==> src/rtl/fifo_pkg.sv <==
// fifo_pkg: types and constants shared by FIFO_TOP and its serial transmitter.
package fifo_pkg;
  localparam int DATA_WIDTH = 8;
  typedef enum logic [1:0] {IDLE, START, DATA, STOP} tx_state_t;
endpackage

==> src/rtl/baud_tick_gen.sv <==
// baud_tick_gen: one-cycle tick every CLKS_PER_BIT cycles, restarted by clear.
module baud_tick_gen #(
  parameter int CLKS_PER_BIT = 868
) (
  input  logic i_CLK,
  input  logic i_RST_n,
  input  logic clear,
  output logic tick
);
  localparam int CW = $clog2(CLKS_PER_BIT);
  logic [CW-1:0] r_cnt;
  assign tick = !clear && r_cnt == CW'(CLKS_PER_BIT - 1);
  always_ff @(posedge i_CLK or negedge i_RST_n) begin
    if (!i_RST_n) r_cnt <= '0;
    else r_cnt <= (clear || tick) ? '0 : r_cnt + 1'b1;
  end
endmodule

==> src/rtl/fifo_uart_tx.sv <==
// fifo_uart_tx: pops the show-ahead FIFO head and sends it as an LSB-first UART frame.
module fifo_uart_tx #(
  parameter int CLKS_PER_BIT = 868,
  parameter int DATA_WIDTH   = fifo_pkg::DATA_WIDTH,
  parameter int STOP_BITS    = 1
) (
  input  logic                  i_CLK,
  input  logic                  i_RST_n,
  input  logic                  i_TX_EN,
  input  logic                  EMPTY,
  input  logic [DATA_WIDTH-1:0] RD_DATA,
  output logic                  RD,
  output logic                  o_TX,
  output logic                  o_BUSY
);
  import fifo_pkg::*;
  localparam int IW = $clog2(DATA_WIDTH);
  tx_state_t             r_state;
  logic [DATA_WIDTH-1:0] r_shift;
  logic [IW-1:0]         r_bit_idx;
  logic                  r_stop_idx;
  logic                  w_tick;
  logic                  w_clear;
  // gated by reset so an asserted reset never pops a non-empty FIFO
  assign RD      = i_RST_n && r_state == IDLE && i_TX_EN && !EMPTY;
  assign w_clear = r_state == IDLE;
  baud_tick_gen #(.CLKS_PER_BIT(CLKS_PER_BIT)) u_baud (
    .i_CLK  (i_CLK),
    .i_RST_n(i_RST_n),
    .clear  (w_clear),
    .tick   (w_tick)
  );
  always_ff @(posedge i_CLK or negedge i_RST_n) begin
    if (!i_RST_n) begin
      r_state    <= IDLE;
      r_shift    <= '0;
      r_bit_idx  <= '0;
      r_stop_idx <= 1'b0;
      o_TX       <= 1'b1;
      o_BUSY     <= 1'b0;
    end else begin
      case (r_state)
        IDLE: if (RD) begin
          r_shift    <= RD_DATA;
          r_bit_idx  <= '0;
          r_stop_idx <= 1'b0;
          o_TX       <= 1'b0;
          o_BUSY     <= 1'b1;
          r_state    <= START;
        end
        START: if (w_tick) begin
          o_TX    <= r_shift[0];
          r_state <= DATA;
        end
        DATA: if (w_tick) begin
          if (r_bit_idx == IW'(DATA_WIDTH - 1)) begin
            o_TX    <= 1'b1;
            r_state <= STOP;
          end else begin
            o_TX      <= r_shift[1];
            r_shift   <= r_shift >> 1;
            r_bit_idx <= r_bit_idx + 1'b1;
          end
        end
        STOP: if (w_tick) begin
          if (r_stop_idx == 1'(STOP_BITS - 1)) begin
            o_BUSY  <= 1'b0;
            r_state <= IDLE;
          end else r_stop_idx <= 1'b1;
        end
        default: r_state <= IDLE;
      endcase
    end
  end
endmodule

==> config.mk <==
export PLATFORM = sky130hd
export DESIGN_NAME = fifo_uart_tx
export DESIGN_NICKNAME = d
export VERILOG_FILES = /design/src/rtl/fifo_pkg.sv /design/src/rtl/baud_tick_gen.sv /design/src/rtl/fifo_uart_tx.sv
export SDC_FILE = /design/constraint.sdc
export NUM_CORES = 1
export LEC_CHECK = 0
export CAP_MARGIN = 20
export CORE_UTILIZATION = 59
export DETAILED_ROUTE_END_ITERATION = 12
export GPL_TIMING_DRIVEN = 0
export PLACE_DENSITY = 0.83
export SLEW_MARGIN = 30
export SYNTH_ARGS = -nofsm -noshare
export SYNTH_HDL_FRONTEND = slang
export SYNTH_SLANG_ARGS = --single-unit
==> constraint.sdc <==
create_clock -name i_CLK -period 4.1 [get_ports i_CLK]
set_input_delay 0.82 -clock i_CLK [delete_from_list [all_inputs] [get_ports i_CLK]]
set_output_delay 0.82 -clock i_CLK [all_outputs]
set_load 0.02 [all_outputs]
; Word level (Yosys, flattened, before mapping)
; Cells that the tools add are included.
[word_totals]
rom_bits = 0
ram_bits = 0
latch_bits = 0
reg_bits = 26
output_inout_bits = 3
n_memories = 0
word_cells = 65
in_bits = 12
[classes]
multipliers = 0
div_mod_pow = 0
n_bitwise = 0
muxes = 28
n_eq_ne = 12
n_addsub = 2
shift = 0
n_lt_le_gt_ge = 0
n_reduce_logical = 16
[ops]
columns = operator, count
row1 = 2-to-1 mux 8 bit, 3
row2 = one-hot mux 8 bit (2 select lines), 1
row3 = 2-to-1 mux 2 bit, 6
row4 = AND reduction 4 bit, 3
row5 = adder 10 x 1 -> 10 bit (second input constant), 1
row6 = == test 10 bit (second input constant), 1
row7 = 2-to-1 mux 10 bit, 1
row8 = 2-to-1 mux 1 bit, 9
row9 = 2-to-1 mux 3 bit, 3
row10 = inequality test 2 bit (second input constant), 4
row11 = one-hot mux 2 bit (4 select lines), 1
row12 = inequality test 2 x 1 -> 1 bit (second input constant), 3
row13 = one-hot mux 3 bit (2 select lines), 1
row14 = AND reduction 6 bit, 1
row15 = == test 2 bit (second input constant), 2
row16 = logical AND 1 bit, 4
row17 = one-hot mux 1 bit (2 select lines), 2
row18 = nonzero test 2 bit, 2
row19 = adder 3 x 1 -> 3 bit (second input constant), 1
row20 = == test 3 bit (second input constant), 1
row21 = one-hot mux 1 bit (3 select lines), 1
row22 = AND reduction 3 bit, 1
row23 = nonzero test 3 bit, 1
row24 = == test 2 x 1 -> 1 bit (second input constant), 1
row25 = other kinds (3), 4

; Logic depth before layout (Yosys ltp)
[logic_depth]
depth_word = 6
mapped_depth = 7
mapped_depth_nobuf = 6

; Modules after synthesis
; A second synthesis with hierarchy kept.
[unflattened]
cells_unflattened = 126
hier_area_um2 = 1446.4
[modules_own_cells]
columns = module, area_each_um2, n_inst, cells_per_inst, seq_area_each_um2
row1 = fifo_uart_tx, 912.1, 1, 73, 376.6
row2 = baud_tick_gen, 534.3, 1, 53, 250.2

; Least setup slack after synthesis
; OpenSTA, ideal clock, no wires.
[synth_path]
path_type = input to output
start = input port EMPTY
end = output port RD
required_time_ns = 3.280
slack_ns = 2.031
stages = 2
arrival_ns = 1.249
path_buffers = 0
cell_sequence = nand4b_1 -> inv_1
[synth_via]
elab_chain_cells = 2
[synth_lines]
columns = element, line_no
row1 = start: declaration, fifo_uart_tx.sv:10  ; input logic EMPTY,
row2 = zero test 1 bit, fifo_uart_tx.sv:25  ; assign RD = i_RST_n && r_state == IDLE && i_TX_EN && !EMPTY;
row3 = logical AND 1 bit, fifo_uart_tx.sv:25
row4 = end: declaration, fifo_uart_tx.sv:12  ; output logic RD,
; Every way passes these cells.

; Worst setup path in the final report
[layout_path]
start = input port i_RST_n
end = output port RD
[layout_via]
elab_chain_cells = 3
[layout_lines]
columns = element, line_no
row1 = start: declaration, fifo_uart_tx.sv:8  ; input logic i_RST_n,
row2 = logical AND 1 bit (3 in a row), fifo_uart_tx.sv:25
; Every way passes these cells.

==> results summary <==
The flow ran to the end, and the final reports show no timing, DRC or antenna violations. The cell at the root of the clock tree is sky130_fd_sc_hd__clkbuf_4. The critical path starts at i_RST_n. Traced cell by cell, the critical path runs through buf_2 -> nand4b_1 -> inv_1 -> clkdlybuf4s50_1. Counting tap cells, the placed design contains a total of about 160 instances.

The worst path buffer plus inverter count is 3. Entering global routing, the biggest net connects 27 pins. The final total negative setup slack is 0 ns. The number of synthesis warnings is 0. The total power per unit cell area came out at 551 nW/µm². The maximum ir drop on the vdd rail is ~0.35 mV. Derived from the worst setup path, the maximum achievable clock frequency is around 310 MHz.

Across all layers, the routed design uses about 930 vias. For this run, the register share of the synthesized area comes to 0.469. Setup repair after global routing left no endpoint under its margin. After synthesis, the most frequently instantiated cells are sky130_fd_sc_hd__dfrtp_1 (24), sky130_fd_sc_hd__mux2_2 (15), sky130_fd_sc_hd__nor2_1 (15).

The clock skew after layout came out at between 0.01 and 0.015 ns. The post-detailed-placement cell area came out at between 1500 and 2000 µm². The primary flip-flop cell chosen by synthesis mapping is sky130_fd_sc_hd__dfrtp_1. Clock-pin slew was measured on the worst setup and hold paths at roughly 0.14 ns.

Setup violations remaining at the end of the flow were counted as 0. The post-synthesis xor/xnor area fraction is 0.0524. Counting flops with a built-in enable in the synthesized netlist gives 0. The critical path data arrival time came out at roughly 2.4 ns. The pre-antenna-repair detailed-routing pass consisted of 4 iterations. The number of antenna diodes in the final layout is 0. After synthesis the netlist holds a flip-flop and latch count of 25. The setup slack at placement came out at between 0.8 and 0.9 ns. The sum of routed wire length over all layers is 2170 µm.

In this design, the largest share of critical-path delay is due to buffers and inverters. Of the total synthesized cell area, the portion taken by AND, OR, NAND and NOR gates is 0.167. The critical register-to-register path startpoint is r_state[0].

The die outline width came out at 49.6 µm. The number of global-route vias before repair came out at roughly 850. The overall die area is ~2500 µm². The number of top-level pins is 15.

Of the post-synthesis cell area, the part taken by muxes is 0.135. The area share of fa/ha/maj cells after synthesis came out at 0.0655. STA classifies the critical path endpoint as a primary output.

The most frequently used cell type in the post-synthesis netlist is sky130_fd_sc_hd__dfrtp_1. The largest stage delay on the critical path is approximately 0.62 ns. The analysis attributes to cell leakage a power of just over 0.7 nW. The number of fill cells came out at 152. The worst hold-check path type is in2async. The synthesized netlist occupies a cell area of around 1300 µm². Once routing completed, OpenROAD measured the worst setup slack at roughly 0.87 ns. The share of Yosys cell area claimed by the top area cell type came out at 0.449. In this run the worst path has a maximum fanout of 26. The worst setup path is launched from a primary input.

The transition time of the tightest slew-check pin came out at around 0.57 ns. The number of CTS-inserted buffers came out at 3. The end-of-flow core utilization came out at 0.751. CTS built an H-tree with a depth of 1. The share of synthesized registers carrying an async set or reset came out at 1.00. After detailed routing, the number of remaining DRC violations is 0. The post-synth net total came out at approximately 140. After synthesis, the largest family of logic cells by area is simple AND/OR/NAND/NOR gates. After the first detailed-routing iteration, the DRC count stood at 7.

The final weighted congestion in routability-driven placement is between 0.7 and 0.8. After synthesis, the cell types taking the most area are sky130_fd_sc_hd__dfrtp_1 (45%), sky130_fd_sc_hd__mux2_2 (13%), sky130_fd_sc_hd__ha_1 (6.5%), sky130_fd_sc_hd__nor2_1 (4.2%), sky130_fd_sc_hd__xor2_1 (3.9%). The final count of pins violating max slew is 0.

The complex-gate fraction of the synthesized area is 0.0823. The average instance area after synthesis is approximately 11 µm². The die height is 49.6 µm. The wire length per cell is roughly 13 µm. The number of vias per cell after detailed routing came out at approximately 5.7. The slowest stage of the critical path is the sky130_fd_sc_hd__clkdlybuf4s50_1 cell. The initial standard-cell utilization of the core came out at 0.655. The buffer count from post-CTS setup fixing came out at 0. Of the available clock period, the critical path in the final layout requires 0.788. The number of nets in the layout came out at between 150 and 200. The final non-filler cell total came out at 163. Once detailed placement completed, the half-perimeter wirelength came to 1710 µm. The critical path class is in2out. The wire length of the first global-routing pass is just under 4000 µm. Global routing finished with a remaining overflow of 0. The number of different library cells used by synthesis comes to 34. Once detail routing completed, the nets flagged for antenna violations numbered 0. The TritonCTS clock tree is done.

The number of sinks handled by clock tree synthesis came out at 25. The completed layout was analyzed and its total power is ~0.85 mW. In this run the core area contains 16 standard-cell rows. The cell type with the largest total area after synthesis is sky130_fd_sc_hd__dfrtp_1.

The tightest slew margin relative to the limit is 0.623. The cell count after synthesis is approximately 120. STA puts the critical path data required time at roughly 3.3 ns. Across the run, the number of max-cap violations was 0. The region available for standard cell placement spans just over 2000 µm². The maximum clock path buffer count is 2. The final hold violation count came to 0. The count of input and output buffers is 14. Counting I/O delays and the setup requirement, the final critical path takes around 3.2 ns. The post-cts gate resize count is 0. The final design area excluding fillers came out at roughly 1500 µm².

Buffers inserted to repair hold after CTS numbered 0. In the final layout, the share of cells above drive strength 1 is 0.213. The final hold slack is around 0.47 ns. The global routing usage summed across all routing layers is 0.208. The initial antenna violation count is 0. The insertion delay of the later-clocked pin in the worst-skew pair is between 0.3 and 0.4 ns. The growth of design area from synthesis to finish is 14.7%.
logic make-up (layout without fill, tap and decap cells):
kind of cell | count (synthesis) | in the layout
AO/OA/AOI/OAI | 16 | 16
multiplexers | 16 | 16
adder cells (fa/ha/maj) | 7 | 7
XOR/XNOR | 8 | 8
buffers and inverters | 8 | 26
AND/OR/NAND/NOR | 38 | 38
flip-flops | 25 | 25
flip-flops by register name (all words and copies together), names as in the netlist:
signal / cells
o_TX: 1
r_state: 2
o_BUSY: 1
r_shift: 8
r_bit_idx: 3
u_baud.r_cnt: 10
cell type report:
cell class	instances	area (µm²)	share of cell area
sequential	25	627	0.409
multi-input combinational	85	671	0.437
inverter	4	15.0	0.00979
clock inverter	1	5.00	0.00326
tap	27	33.8	0.0220
timing repair buffer	14	135	0.0881
buffer	4	25.0	0.0163
clock buffer	3	22.5	0.0147
where the power goes:
part / switching, mW / total [mW] / internal (mW)
logic: 0.187 / 0.369 / 0.181
clock network: 0.0704 / 0.107 / 0.0364
registers: 0.0490 / 0.370 / 0.321
path summary, 6_finish.rpt:
| kind | end | slack, ns | depth (start not counted) |
|---|---|---|---|
| worst min register to register | u_baud.r_cnt[0] | 0.51 | 1 |
| worst max-delay path | RD | 0.87 | 4 |
| min in group i_CLK | u_baud.r_cnt[0] | 0.51 | 1 |
| worst min-delay path | u_baud.r_cnt[6] | 0.47 | 1 |
| worst max register to register | r_shift[5] | 1.98 | 7 |
| max in group asynchronous | o_TX | 3.24 | 1 |
worst reg2reg max path: cells and delay by family (launching register included):
family,cells,cell delay (ns)
multiplexers,1,0.40
AND/OR/NAND/NOR,2,0.32
AO/OA/AOI/OAI,1,0.40
adder cells (fa/ha/maj),1,0.21
buffers and inverters,2,0.28
flip-flops,1,0.41
per-layer routing:
layer  vias to the layer above  track usage  wire length (µm)
li1                        456            -                 -
met1                       459        0.304              1060
met2                        10        0.318              1040
met3                         2       0.0370                47
met4                         0       0.0571                12
met5                         -            0                 0
placed cells by master, fill, tap and decap left out, types with 2 or more instances in the layout:
cell | netlist | routed
sky130_fd_sc_hd__a21boi_0 | 2 | 2
sky130_fd_sc_hd__a22o_1 | 2 | 2
sky130_fd_sc_hd__and3_1 | 2 | 2
sky130_fd_sc_hd__buf_2 | 2 | 3
sky130_fd_sc_hd__clkbuf_4 | 0 | 3
sky130_fd_sc_hd__clkdlybuf4s50_1 | 0 | 13
sky130_fd_sc_hd__dfrtp_1 | 24 | 24
sky130_fd_sc_hd__ha_1 | 7 | 7
sky130_fd_sc_hd__inv_1 | 4 | 4
sky130_fd_sc_hd__mux2_2 | 15 | 15
sky130_fd_sc_hd__nand2_1 | 5 | 5
sky130_fd_sc_hd__nand2b_1 | 2 | 2
sky130_fd_sc_hd__nand3_1 | 3 | 3
sky130_fd_sc_hd__nand4_1 | 2 | 2
sky130_fd_sc_hd__nor2_1 | 15 | 15
sky130_fd_sc_hd__nor3_4 | 2 | 2
sky130_fd_sc_hd__o21ai_0 | 6 | 6
sky130_fd_sc_hd__xnor2_1 | 2 | 2
sky130_fd_sc_hd__xor2_1 | 6 | 6
Note: power is estimated with default switching activity, not from simulation.
